===== config.mk =====
export PLATFORM = sky130hd
export DESIGN_NAME = imm_encoder
export DESIGN_NICKNAME = d
export VERILOG_FILES = /design/src/rtl/imm_encoder.sv
export SDC_FILE = /design/constraint.sdc
export NUM_CORES = 1
export LEC_CHECK = 0
export ABC_AREA = 1
export CORE_ASPECT_RATIO = 1.1
export CORE_UTILIZATION = 25
export CTS_BUF_LIST = sky130_fd_sc_hd__clkbuf_16
export CTS_CLUSTER_DIAMETER = 40
export DETAILED_ROUTE_END_ITERATION = 12
export GPL_ROUTABILITY_DRIVEN = 0
export SYNTH_ARGS = -nofsm -noshare
export SYNTH_HDL_FRONTEND = slang
export SYNTH_SLANG_ARGS = --single-unit

===== constraint.sdc =====
create_clock -name clk_i -period 3.45 [get_ports clk_i]
set_input_delay 0.345 -clock clk_i [delete_from_list [all_inputs] [get_ports clk_i]]
set_output_delay 0.345 -clock clk_i [all_outputs]
set_load 0.02 [all_outputs]

===== src/rtl/imm_encoder.sv =====
`default_nettype none
// ============================================================================
//  Module   : imm_encoder
//  Brief    : Pipelined immediate encoder (inverse of the immediate extender).
//             Picks zero-ext16 / sign-ext16 / sign-ext20, or splits a 32-bit
//             constant into an upper/lower pair of 16-bit beats.
//  Revision : 1.0  initial release
// ============================================================================
module imm_encoder #(
  parameter int CNT_W = 16
) (
  input  logic             clk_i,
  input  logic             rst_n_i,
  input  logic             in_valid_i,
  output logic             in_ready_o,
  input  logic [31:0]      value_i,
  output logic             out_valid_o,
  input  logic             out_ready_i,
  output logic [19:0]      imm_o,
  output logic [1:0]       sel_o,
  output logic             hi_o,
  output logic             last_o,
  output logic [CNT_W-1:0] split_cnt_o
);

  localparam logic [0:0] S_IDLE  = 1'b0;
  localparam logic [0:0] S_LO    = 1'b1;

  localparam logic [1:0] SEL_Z16 = 2'b00;
  localparam logic [1:0] SEL_S16 = 2'b01;
  localparam logic [1:0] SEL_S20 = 2'b10;

  logic [0:0]       state_q;
  logic [0:0]       state_d;
  logic [15:0]      lo_q;
  logic [15:0]      lo_d;
  logic             valid_d;
  logic [19:0]      imm_d;
  logic [1:0]       sel_d;
  logic             hi_d;
  logic             last_d;
  logic [CNT_W-1:0] cnt_d;

  logic             accept;
  logic             is_split;
  logic [1:0]       cls_sel;
  logic [19:0]      cls_imm;

  // Cheapest encoding of the incoming constant; earlier rules take priority.
  always_comb begin
    is_split = 1'b0;
    cls_sel  = SEL_Z16;
    cls_imm  = {4'b0, value_i[15:0]};
    if (value_i[31:16] == 16'h0000) begin
      cls_sel = SEL_Z16;
    end else if (value_i[31:16] == {16{value_i[15]}}) begin
      cls_sel = SEL_S16;
    end else if (value_i[31:20] == {12{value_i[19]}}) begin
      cls_sel = SEL_S20;
      cls_imm = value_i[19:0];
    end else begin
      // First beat of a split carries the upper half, zero-extended.
      is_split = 1'b1;
      cls_sel  = SEL_Z16;
      cls_imm  = {4'b0, value_i[31:16]};
    end
  end

  // A new constant may enter only when no lower half is pending and the
  // output register is free or being drained this cycle.
  assign in_ready_o = (state_q == S_IDLE) && (!out_valid_o || out_ready_i);
  assign accept     = in_valid_i && in_ready_o;

  // Register update: state, output beat, pending lower half and statistics.
  always_ff @(posedge clk_i) begin
    if (!rst_n_i) begin
      state_q     <= S_IDLE;
      out_valid_o <= 1'b0;
      imm_o       <= 20'h0;
      sel_o       <= SEL_Z16;
      hi_o        <= 1'b0;
      last_o      <= 1'b0;
      lo_q        <= 16'h0;
      split_cnt_o <= '0;
    end else begin
      state_q     <= state_d;
      out_valid_o <= valid_d;
      imm_o       <= imm_d;
      sel_o       <= sel_d;
      hi_o        <= hi_d;
      last_o      <= last_d;
      lo_q        <= lo_d;
      split_cnt_o <= cnt_d;
    end
  end

  // Next-state: enter S_LO on an accepted split, leave once the upper beat drains.
  always_comb begin
    state_d = state_q;
    case (state_q)
      S_IDLE:  if (accept && is_split) state_d = S_LO;
      S_LO:    if (out_ready_i)        state_d = S_IDLE;
      default: state_d = S_IDLE;
    endcase
  end

  // Next output-register contents; everything holds unless a beat moves.
  always_comb begin
    valid_d = out_valid_o;
    imm_d   = imm_o;
    sel_d   = sel_o;
    hi_d    = hi_o;
    last_d  = last_o;
    lo_d    = lo_q;
    cnt_d   = split_cnt_o;
    if (state_q == S_LO) begin
      if (out_ready_i) begin
        valid_d = 1'b1;
        imm_d   = {4'b0, lo_q};
        sel_d   = SEL_Z16;
        hi_d    = 1'b0;
        last_d  = 1'b1;
      end
    end else if (accept) begin
      valid_d = 1'b1;
      imm_d   = cls_imm;
      sel_d   = cls_sel;
      hi_d    = is_split;
      last_d  = !is_split;
      if (is_split) begin
        lo_d = value_i[15:0];
        if (split_cnt_o != {CNT_W{1'b1}}) begin
          cnt_d = split_cnt_o + 1'b1;
        end
      end
    end else if (out_ready_i) begin
      valid_d = 1'b0;
    end
  end

endmodule
`default_nettype wire


==> out/results.md, run 1 <==
| Item | This run | Unit |
|:---|:---|:---|
| Class of the tightest hold or removal check | reg2reg | - |
| FP Rows | 41 | - |
| Startpoint class of the critical path | input port | - |
| Static Leakage | 1.62 | nW |
| Net count after synthesis | 488 | - |
| Critical Path Sink Type | register | - |
| Critical path peak fanout | 25 | - |
| Sinks on Clock Net | 58 | - |
| Area growth syn-to-layout | 37.5 | % |
| Sum of negative setup slack | 0 | ns |
| Number of DRC violations after detailed routing | 0 | - |
| Switching share of power | 27.6 | % |
| Crit path DAT | 2.55 | ns |
| # hold bufs at CTS | 0 | - |
| Via count of the first global-routing pass | 2955 | - |
| Source of the worst register-to-register timing path | state_q | - |
| Fin. max-slew vios | 0 | - |
| Multiplexer share of the synthesized area | 0 | % |
| CTS buffer count | 9 | - |
| Antenna diode count | 0 | - |
| Clock root buffer | clkbuf_16 | - |
| Starting DRC count in detailed routing | 125 | - |
| Wire length of the first global-routing pass | 14500 | um |
| Post-Synth Adder-Cell Area | 0.421 | % |
| Average footprint of a synthesized cell | 6.59 | um2 |
| Synth warnings | 0 | - |
| Crit path kind | in2reg | - |
| Internal Pwr Total | 0.00131 | W |
| Commonest non-fill, non-tap cells in the layout | 113 x nand2_1, 77 x clkdlybuf4s50_1, 64 x a21oi_1 | - |
| Headroom to the max-slew limit | 51.0 | % |
| Cells taking the most area after synthesis | dfxtp_1 39%, nand2_1 14%, a21oi_1 11%, nand3_1 8.1%, inv_1 6.6% | - |
| Post-layout nets | 558 | - |
| Detail Placement HPWL | 6290 | um |
| Die Outline Area | 12300 | um2 |
| Crit path launch | out_ready_i | - |
| Core Region | 11500 | um2 |
| Commonest non-fill, non-tap cell in the layout | nand2_1 | - |
| Combinational power share | 17.1 | % |
| Via-to-Cell Ratio | 4.57 | - |
| Final Skew | 0.00537 | ns |
| Top-level I/O count | 78 | - |
| Vias after detailed routing | 3084 | - |
| Hold Vio Cnt, Final | 0 | - |
| Maximum number of pins on one net before global-route repair | 27 | - |
| Count of placed standard cells in the final layout, fillers left out | 675 | - |
| Total wirelength of the detailed-routed design | 8940 | um |
| Area fraction of the dominant cell type after synthesis | 39.0 | % |
| Average wire length per cell after detail routing | 13.2 | um |
| Ratio of cells with drive above 1 in the final layout | 5.52 | % |
| Fraction of the yosys area taken by sequential cells | 39.0 | % |
| Fraction of the mapped netlist area in compound gates | 16.6 | % |
| Level count of the clock H-tree | 3 | - |
| Unique cell type count in the Yosys netlist | 26 | - |
| Synthesized-area fraction occupied by xor and xnor cells | 2.94 | % |
| Pwr dens | 444 | nW/um2 |
| TritonCTS clock tree | done | - |
| Period minus WS final | 2.30 | ns |
| Synth Register Bits | 58 | - |
| Number of endpoints failing setup at the final stage | 0 | - |
| CTS-repair resized insts | 0 | - |
| Initial core utilization | 25.8 | % |
| Post-CTS clock slew at the launch and capture registers of the worst setup and hold paths | 0.05 | ns |
| Buffer levels on the longest clock path | 2 | - |
| Post-synthesis instance area | 2970 | um2 |
| Sequential share of power | 40.8 | % |
| Result of the run | finished, final reports clean | - |
| Upper clock frequency limit | 434 | MHz |
| Antenna violations before repair | 0 | - |
| Clk_lat worst skew | 0.32 | ns |
| Number of detailed-route iterations in the first pass | 4 | - |
| Placed cell count | 660 | - |
| Clock network power share | 42.1 | % |
| IO Port Bufs | 77 | - |
| Gr usage total | 15.0 | % |
| Setup repair after global routing missed its margin | false | - |
| Required time reported for the critical path endpoint | 3.70 | ns |
| Library cell with the largest summed area after synthesis | dfxtp_1 | - |
| Maximum resistive drop on vdd | 0.218 | mV |
| Worst Max-Slew Pin Slew | 0.734 | ns |
| Max Cap Viol | 0 | - |
| Period Utilization, post-route | 66.8 | % |
| Launch point of the worst hold path | lo_q[9] | - |
| Synthesized netlist cell count | 451 | - |
| Switching power | 0.000500 | W |
| Total grt overflow | 0 | - |
| Combinational family with the most area after synthesis | simple AND/OR/NAND/NOR gates | - |
| Antenna Nets Post-Route | 0 | - |
| Number of fillers in the final layout | 1225 | - |
| Setup Buffers After CTS | 0 | - |
| Die Width | 106 | um |
| Synth Area in Simple Gates | 30.1 | % |
| Die H | 116 | um |
==> area by class of cell <==
class	instances	area (um2)	share of cell area, %
inverter	55	206	5.05
timing repair buffer	80	793	19.4
sequential	58	1160	28.4
clock inverter	6	26.3	0.643
multi-input combinational	317	1490	36.4
clock buffer	9	225	5.51
tap	150	188	4.59
==> cells by family (layout without fill, tap and decap cells) <==
logic type,Yosys count,after routing
compound gates,98,98
simple gates,208,208
buf+inv,76,150
flops,58,58
xor+xnor,10,10
fa+ha+maj,1,1
==> layer usage <==
metal | share of wire [%] | global-route usage [%]
met1 | 45 | 18.3
met2 | 48 | 26.8
met5 | 0 | 0
met3 | 5.9 | 3.40
met4 | 0.93 | 3.61
==> through the flow <==
| stage | total power, W | utilization [%] | hold slack, ns | area (um2) | setup WS [ns] |
|---|---|---|---|---|---|
| after detailed placement | 0.00106 | 33.2 | 0.441 | 3840 | 0.854 |
| final | 0.00181 | 35.4 | 0.445 | 4090 | 1.15 |
| after global routing | 0.00190 | 35.4 | 0.463 | 4090 | 0.892 |
| after floorplan | 0.000921 | - | 0.425 | 2970 | 1.73 |
| after global placement | 0.00106 | 33.2 | 0.437 | 3840 | 0.917 |
| after CTS | 0.00183 | 35.4 | 0.449 | 4090 | 1.18 |
==> power by group through the flow <==
stage / Combinational (W) / Sequential, W / Clock [W]
global route: 0.000339 / 0.000744 / 0.000813
global placement: 0.000307 / 0.000753 / 0
detailed placement: 0.000311 / 0.000753 / 0
floorplan: 0.000144 / 0.000777 / 0
CTS: 0.000313 / 0.000740 / 0.000776
finish: 0.000310 / 0.000739 / 0.000764
==> flip-flops by register name (all words and copies together) (netlist names) <==
signal	cells
out_valid_o	1
lo_q	16
split_cnt_o	16
state_q	1
last_o	1
imm_o	20
sel_o	2
hi_o	1
==> worst max-delay path, stage by stage <==
cell             delay, ns
clkdlybuf4s50_1       0.51
nor2_1                0.08
nor2_2                0.10
nand2_1               0.10
inv_2                 0.34
nand3_4               0.33
nor2_4                0.45
nand2_1               0.14
a21oi_2               0.15
==> synthesized netlist by cell type (all sizes together) <==
library cell	instances
a21oi	65
nand3	49
nand4	1
buf	12
xnor2	5
o21ai	33
or2	1
ha	1
dfxtp	58
nor3	2
clkbuf	9
nor2	39
nand2	116
xor2	5
inv	55
==> path summary, 6_finish.rpt <==
kind | cells after the start | slack, ns | to
setup / recovery | 9 | 1.15 | split_cnt_o[11]
hold / removal | 2 | 0.44 | lo_q[9]
hold reg to reg | 2 | 0.44 | lo_q[9]
setup reg to reg | 7 | 1.17 | split_cnt_o[11]
Note: power is estimated with default switching activity, not from simulation.
==> run 2, diff against run 1 <==
==> constraint.sdc (replaced) <==
create_clock -name clk_i -period 2.19 [get_ports clk_i]
set_input_delay 0.219 -clock clk_i [delete_from_list [all_inputs] [get_ports clk_i]]
set_output_delay 0.219 -clock clk_i [all_outputs]
set_load 0.02 [all_outputs]
==> out/results.md, run 2 (synthesis results as in run 1) <==
| Item | This run | Unit | Delta |
|:---|:---|:---|:---|
| Result of the run | finished, final reports clean | - |  |
| Internal Pwr Total | 0.00244 | W | +86% |
| Hold Vio Cnt, Final | 0 | - | unchanged |
| Number of DRC violations after detailed routing | 0 | - | unchanged |
| Total area of multi-input combinational cells | 1490 | um2 | unchanged |
| Top-level I/O count | 78 | - | unchanged |
| Upper clock frequency limit | 549 | MHz |  |
| Switching share of power | 25.0 | % | -2.6 points |
| Initial core utilization | 25.8 | % | unchanged |
| Critical Path, Cell by Cell | clkdlybuf4s50_1, nor2_1, nor2_2, clkdlybuf4s50_1 | - |  |
| Setup repair after global routing missed its margin | false | - |  |
| Register containing the most flip-flops in the final layout | imm_o | - |  |
| Crit path largest cell delay | 0.65 | ns | +0.14 ns |
| Commonest non-fill, non-tap cells in the layout | 113 x nand2_1, 77 x clkdlybuf4s50_1, 64 x a21oi_1 | - |  |
| Worst Max-Slew Pin Slew | 0.462 | ns | -0.273 ns |
| Required time reported for the critical path endpoint | 1.97 | ns | -1.73 ns |
| Period Utilization, post-route | 83.1 | % |  |
| Period minus WS final | 1.82 | ns |  |
| Number of fillers in the final layout | 1220 | - | -0.41% |
| FP Rows | 41 | - | unchanged |
| Critical path peak fanout | 3 | - | -88% |
| Clock network power share | 48.6 | % | +6.5 points |
| FF-to-FF End | split_cnt_o[8] | - |  |
| Ratio of cells with drive above 1 in the final layout | 7.13 | % | +1.6 points |
| Antenna diode count | 0 | - | unchanged |
| Level count of the clock H-tree | 3 | - | unchanged |
| Fin. max-slew vios | 0 | - | unchanged |
| Buffer levels on the longest clock path | 2 | - | unchanged |
| Worst hold path depth | 2 | - | unchanged |
| Hold Crit Endpoint | lo_q[13] | - |  |
| Total grt overflow | 0 | - | unchanged |
| WHS | 0.444 | ns | -0.00121 ns |
| Vias after detailed routing | 3159 | - | +2.4% |
| Maximum number of pins on one net before global-route repair | 39 | - | +44% |
| Gr usage total | 15.5 | % | +0.51 points |
| Clock root buffer | clkbuf_16 | - |  |
| Launch point of the worst hold path | lo_q[13] | - |  |
| Switching power | 0.000812 | W | +62% |
| Number of detailed-route iterations in the first pass | 5 | - | +1 |
| Clk_lat worst skew | 0.33 | ns | about the same |
| Total wirelength of the detailed-routed design | 9130 | um | +2.1% |
| Crit path kind | in2out | - |  |
| # hold bufs at CTS | 0 | - | unchanged |
| Max Cap Viol | 0 | - | unchanged |
| Crit path DAT | 1.60 | ns | -0.95 ns |
| Antenna violations before repair | 0 | - | unchanged |
| Average wire length per cell after detail routing | 13.4 | um | +0.90% |
| Sequential share of power | 35.7 | % | -5.1 points |
| Antenna Nets Post-Route | 0 | - | unchanged |
| Post-CTS clock slew at the launch and capture registers of the worst setup and hold paths | 0.05 | ns | about the same |
| CTS-repair resized insts | 0 | - | unchanged |
| Source of the worst register-to-register timing path | split_cnt_o[0] | - |  |
| Pwr dens | 770 | nW/um2 | +74% |
| Static Leakage | 1.68 | nW | +4.2% |
| Post-layout nets | 565 | - | +1.3% |
| Commonest non-fill, non-tap cell in the layout | nand2_1 | - |  |
| Critical Path Sink Type | output port | - |  |
| Internal reg-to-reg setup slack | 0.42 | ns | -0.75 ns |
| Headroom to the max-slew limit | 69.2 | % | +18 points |
| TritonCTS clock tree | done | - |  |
| Via count of the first global-routing pass | 2986 | - | +1.0% |
| Die Outline Area | 12300 | um2 | unchanged |
| Setup Buffers After CTS | 0 | - | unchanged |
| Class of the tightest hold or removal check | reg2reg | - |  |
| Die Width | 106 | um | unchanged |
| Most used cell along the critical path | clkdlybuf4s50_1 | - |  |
| Depth of the worst register-to-register path | 9 | - | +2 |
| Sequential standard cell area | 1160 | um2 | unchanged |
| Detail Placement HPWL | 6430 | um | +2.2% |
| Maximum resistive drop on vdd | 0.323 | mV | +49% |
| IO Port Bufs | 77 | - | unchanged |
| Sinks on Clock Net | 58 | - | unchanged |
| Slowest cell on the critical path | clkdlybuf4s50_1 | - |  |
| Number of endpoints failing setup at the final stage | 0 | - | unchanged |
| Wire length of the first global-routing pass | 14900 | um | +2.6% |
| Regs by FF count | imm_o (20), lo_q (16), split_cnt_o (16) | - |  |
| Via-to-Cell Ratio | 4.63 | - | +1.2% |
| CTS buffer count | 9 | - | unchanged |
| Sum of negative setup slack | 0 | ns | unchanged |
| Die H | 116 | um | unchanged |
| Startpoint class of the critical path | input port | - |  |
| Area growth syn-to-layout | 42.0 | % |  |
| Combinational power share | 15.7 | % | -1.4 points |
| Flip-flop count of the largest register after layout | 20 | - | unchanged |
| Final Skew | 0.00867 | ns | +0.00330 ns |
| Core Region | 11500 | um2 | unchanged |
| Starting DRC count in detailed routing | 127 | - | +1.6% |
==> run 2: changes by cell type in the layout (fill, tap and decap cells not counted), sizes merged <==
cell,delta
clkinv,-1
bufinv,+3
buf,+7
inv,-1
==> run 2: through the flow <==
stage / instance area (um2) / setup slack (ns) / std cells / power, W / utilization (%)
finish: 4220 / 0.370 / 683 / 0.00325 / 36.6
global route: 4220 / 0.259 / 683 / 0.00338 / 36.6
CTS: 4220 / 0.381 / 683 / 0.00328 / 36.6
detailed placement: 3890 / 0.102 / 667 / 0.00169 / 33.7
global placement: 3890 / 0.132 / 667 / 0.00169 / 33.7
floorplan: 2970 / 0.466 / 451 / 0.00145 / -
==> run 2: worst max path at each step <==
stage / cells after the start / endpoint / slack [ns] / startpoint
2_1_floorplan: 9 / split_cnt_o[11] / 0.47 / split_cnt_o[0]
3_3_place_gp: 9 / imm_o[11] / 0.13 / value_i[19]
3_5_place_dp: 10 / imm_o[9] / 0.10 / value_i[24]
4_1_cts: 4 / in_ready_o / 0.38 / out_ready_i
5_1_grt: 9 / split_cnt_o[0] / 0.26 / split_cnt_o[0]
6_report: 4 / in_ready_o / 0.37 / out_ready_i
==> run 2: cell type report <==
cell class	count	area share [%]
repair buffers	87	20.0
well taps	150	4.44
inverters	55	4.89
multi-input cells	317	35.3
flip-flops and latches	58	27.5
clock buffers	9	5.33
clock inverters	7	2.55
==> run 2: power groups by stage <==
| stage | combinational (W) | clock, W | sequential [W] |
|---|---|---|---|
| after floorplan | 0.000227 | 0 | 0.00122 |
| after global placement | 0.000508 | 0 | 0.00118 |
| after detailed placement | 0.000513 | 0 | 0.00118 |
| after CTS | 0.000515 | 0.00161 | 0.00116 |
| after global routing | 0.000564 | 0.00165 | 0.00117 |
| final | 0.000511 | 0.00158 | 0.00116 |
==> run 2: routing by layer <==
metal | share of wire, % | global-route usage (%) | vias to the layer above
met3 | 5.2 | 2.73 | 20
met2 | 46 | 25.5 | 99
met5 | 0 | 0 | -
met4 | 2.3 | 8.24 | 0
li1 | - | - | 1600
met1 | 46 | 19.4 | 1440
==> run 2: critical path: cells and delay by family <==
| kind | cells | cell delay, ns |
|---|---|---|
| simple gates | 2 | 0.19 |
| buf+inv | 2 | 1.19 |
==> run 3, diff against run 2 <==
==> constraint.sdc (replaced) <==
create_clock -name clk_i -period 1.9 [get_ports clk_i]
set_input_delay 0.19 -clock clk_i [delete_from_list [all_inputs] [get_ports clk_i]]
set_output_delay 0.19 -clock clk_i [all_outputs]
set_load 0.02 [all_outputs]
==> out/results.md, run 3 (synthesis results as in run 1) <==
| Item | This run | Unit | Delta |
|:---|:---|:---|:---|
| Upper clock frequency limit | 551 | MHz |  |
| Die H | 116 | um | unchanged |
| # hold bufs at CTS | 0 | - | unchanged |
| Ratio of cells with drive above 1 in the final layout | 8.66 | % | +1.5 points |
| Number of detailed-route iterations in the first pass | 4 | - | -1 |
| Gr usage total | 15.8 | % | +0.33 points |
| CTS-repair resized insts | 0 | - | unchanged |
| Crit path DAT | 1.62 | ns | +0.02 ns |
| WHS | 0.447 | ns | +0.00297 ns |
| Layout Utilization | 36.8 | % | +0.23 points |
| Register containing the most flip-flops in the final layout | imm_o | - |  |
| Placed instance area | 3990 | um2 | +2.6% |
| Core Region | 11500 | um2 | unchanged |
| TritonCTS clock tree | done | - |  |
| Sinks on Clock Net | 58 | - | unchanged |
| Area growth syn-to-layout | 42.9 | % |  |
| FP Rows | 41 | - | unchanged |
| Antenna diode count | 0 | - | unchanged |
| Wire length of the first global-routing pass | 15300 | um | +2.8% |
| Worst Max-Slew Pin Slew | 0.466 | ns | +0.00415 ns |
| Post-layout nets | 575 | - | +1.8% |
| Setup repair after global routing missed its margin | false | - |  |
| Starting DRC count in detailed routing | 142 | - | +12% |
| Placed cell count | 677 | - | +1.5% |
| Buffer levels on the longest clock path | 2 | - | unchanged |
| Pwr dens | 784 | nW/um2 | +1.8% |
| Summed area of non-filler cells in the final layout | 4250 | um2 | +0.62% |
| Die Outline Area | 12300 | um2 | unchanged |
| Internal reg-to-reg setup slack | 0.18 | ns | -0.24 ns |
| Antenna violations before repair | 0 | - | unchanged |
| Antenna Nets Post-Route | 0 | - | unchanged |
| Clock root buffer | clkbuf_16 | - |  |
| Startpoint class of the critical path | input port | - |  |
| Top-level I/O count | 78 | - | unchanged |
| Via count of the first global-routing pass | 3160 | - | +5.8% |
| Die Width | 106 | um | unchanged |
| Setup Buffers After CTS | 0 | - | unchanged |
| Critical path peak fanout | 2 | - | -1 |
| Headroom to the max-slew limit | 69.0 | % | -0.28 points |
| Final Skew | 0.00394 | ns | -0.00473 ns |
| Clk_lat worst skew | 0.32 | ns | about the same |
| Period Utilization, post-route | 95.5 | % |  |
| Number of DRC violations after detailed routing | 0 | - | unchanged |
| Crit path kind | in2out | - |  |
| Class of the tightest hold or removal check | reg2reg | - |  |
| Vias after detailed routing | 3169 | - | +0.32% |
| Period minus WS final | 1.81 | ns |  |
| Result of the run | finished, final reports clean | - |  |
| Count of placed standard cells in the final layout, fillers left out | 693 | - | +1.5% |
| Maximum number of pins on one net before global-route repair | 39 | - | unchanged |
| IO Port Bufs | 77 | - | unchanged |
| Static Leakage | 1.72 | nW | +2.1% |
| Detail Placement HPWL | 6580 | um | +2.4% |
| Level count of the clock H-tree | 3 | - | unchanged |
| Max Cap Viol | 0 | - | unchanged |
| Commonest non-fill, non-tap cells in the layout | 113 x nand2_1, 77 x clkdlybuf4s50_1, 64 x a21oi_1 | - |  |
| Hold Vio Cnt, Final | 0 | - | unchanged |
| Required time reported for the critical path endpoint | 1.71 | ns | -0.26 ns |
| Critical Path Sink Type | output port | - |  |
| Commonest non-fill, non-tap cell in the layout | nand2_1 | - |  |
| Average wire length per cell after detail routing | 13.3 | um | -0.19% |
| Via-to-Cell Ratio | 4.57 | - | -1.1% |
| Regs by FF count | imm_o (20), lo_q (16), split_cnt_o (16) | - |  |
| Number of endpoints failing setup at the final stage | 0 | - | unchanged |
| Total grt overflow | 0 | - | unchanged |
| CTS buffer count | 9 | - | unchanged |
| Flip-flop count of the largest register after layout | 20 | - | unchanged |
| Maximum resistive drop on vdd | 0.349 | mV | +7.9% |
| Total wirelength of the detailed-routed design | 9240 | um | +1.3% |
| Number of fillers in the final layout | 1221 | - | +0.082% |
| Post-CTS clock slew at the launch and capture registers of the worst setup and hold paths | 0.05 | ns | about the same |
| Initial core utilization | 25.8 | % | unchanged |
| Fin. max-slew vios | 0 | - | unchanged |
[run 3: path summary, 6_finish.rpt]
kind         depth (start not counted)           start        endpoint
max                                  5     out_ready_i      in_ready_o
min reg2reg                          2        lo_q[14]        lo_q[14]
max reg2reg                          9  split_cnt_o[0]  split_cnt_o[2]
min                                  2        lo_q[14]        lo_q[14]
[run 3: routing by layer]
layer	global-route usage, %	up-vias	routed length (um)
li1	-	1620	-
met3	3.57	4	417
met1	18.7	1461	4160
met5	0	-	0
met2	28.6	84	4620
met4	4.72	0	46
[run 3: critical path, cell delays in order]
cell and delay, ns:
clkdlybuf4s50_1 0.52, nor2_1 0.08, nor2_2 0.11, buf_4 0.13, clkdlybuf4s50_1 0.59
[run 3: through the flow]
stage	power (W)	TNS, ns	setup WS, ns
2_1_floorplan	0.00167	0	0.176
3_3_place_gp	0.00196	-1.93	-0.0924
3_5_place_dp	0.00197	-2.91	-0.106
4_1_cts	0.00337	0	0.0905
5_1_grt	0.00350	0	0.0189
6_report	0.00333	0	0.0864
[run 3: layout make-up]
cell class              instances  area [um2]  share of cell area (%)
well taps                     150         188                    4.42
flip-flops and latches         58        1160                    27.3
inverters                      55         206                    4.86
multi-input cells             317        1490                    35.1
clock buffers                   9         225                    5.30
repair buffers                 97         946                    22.3
clock inverters                 7        30.0                   0.707
[run 3: report_power, final]
group / internal (W) / switching, W / leakage (nW) / total [W]
sequential: 0.00130 / 0.0000438 / 0.475 / 0.00134
clock: 0.000854 / 0.000532 / 0.140 / 0.00139
combinational: 0.000269 / 0.000339 / 1.10 / 0.000608
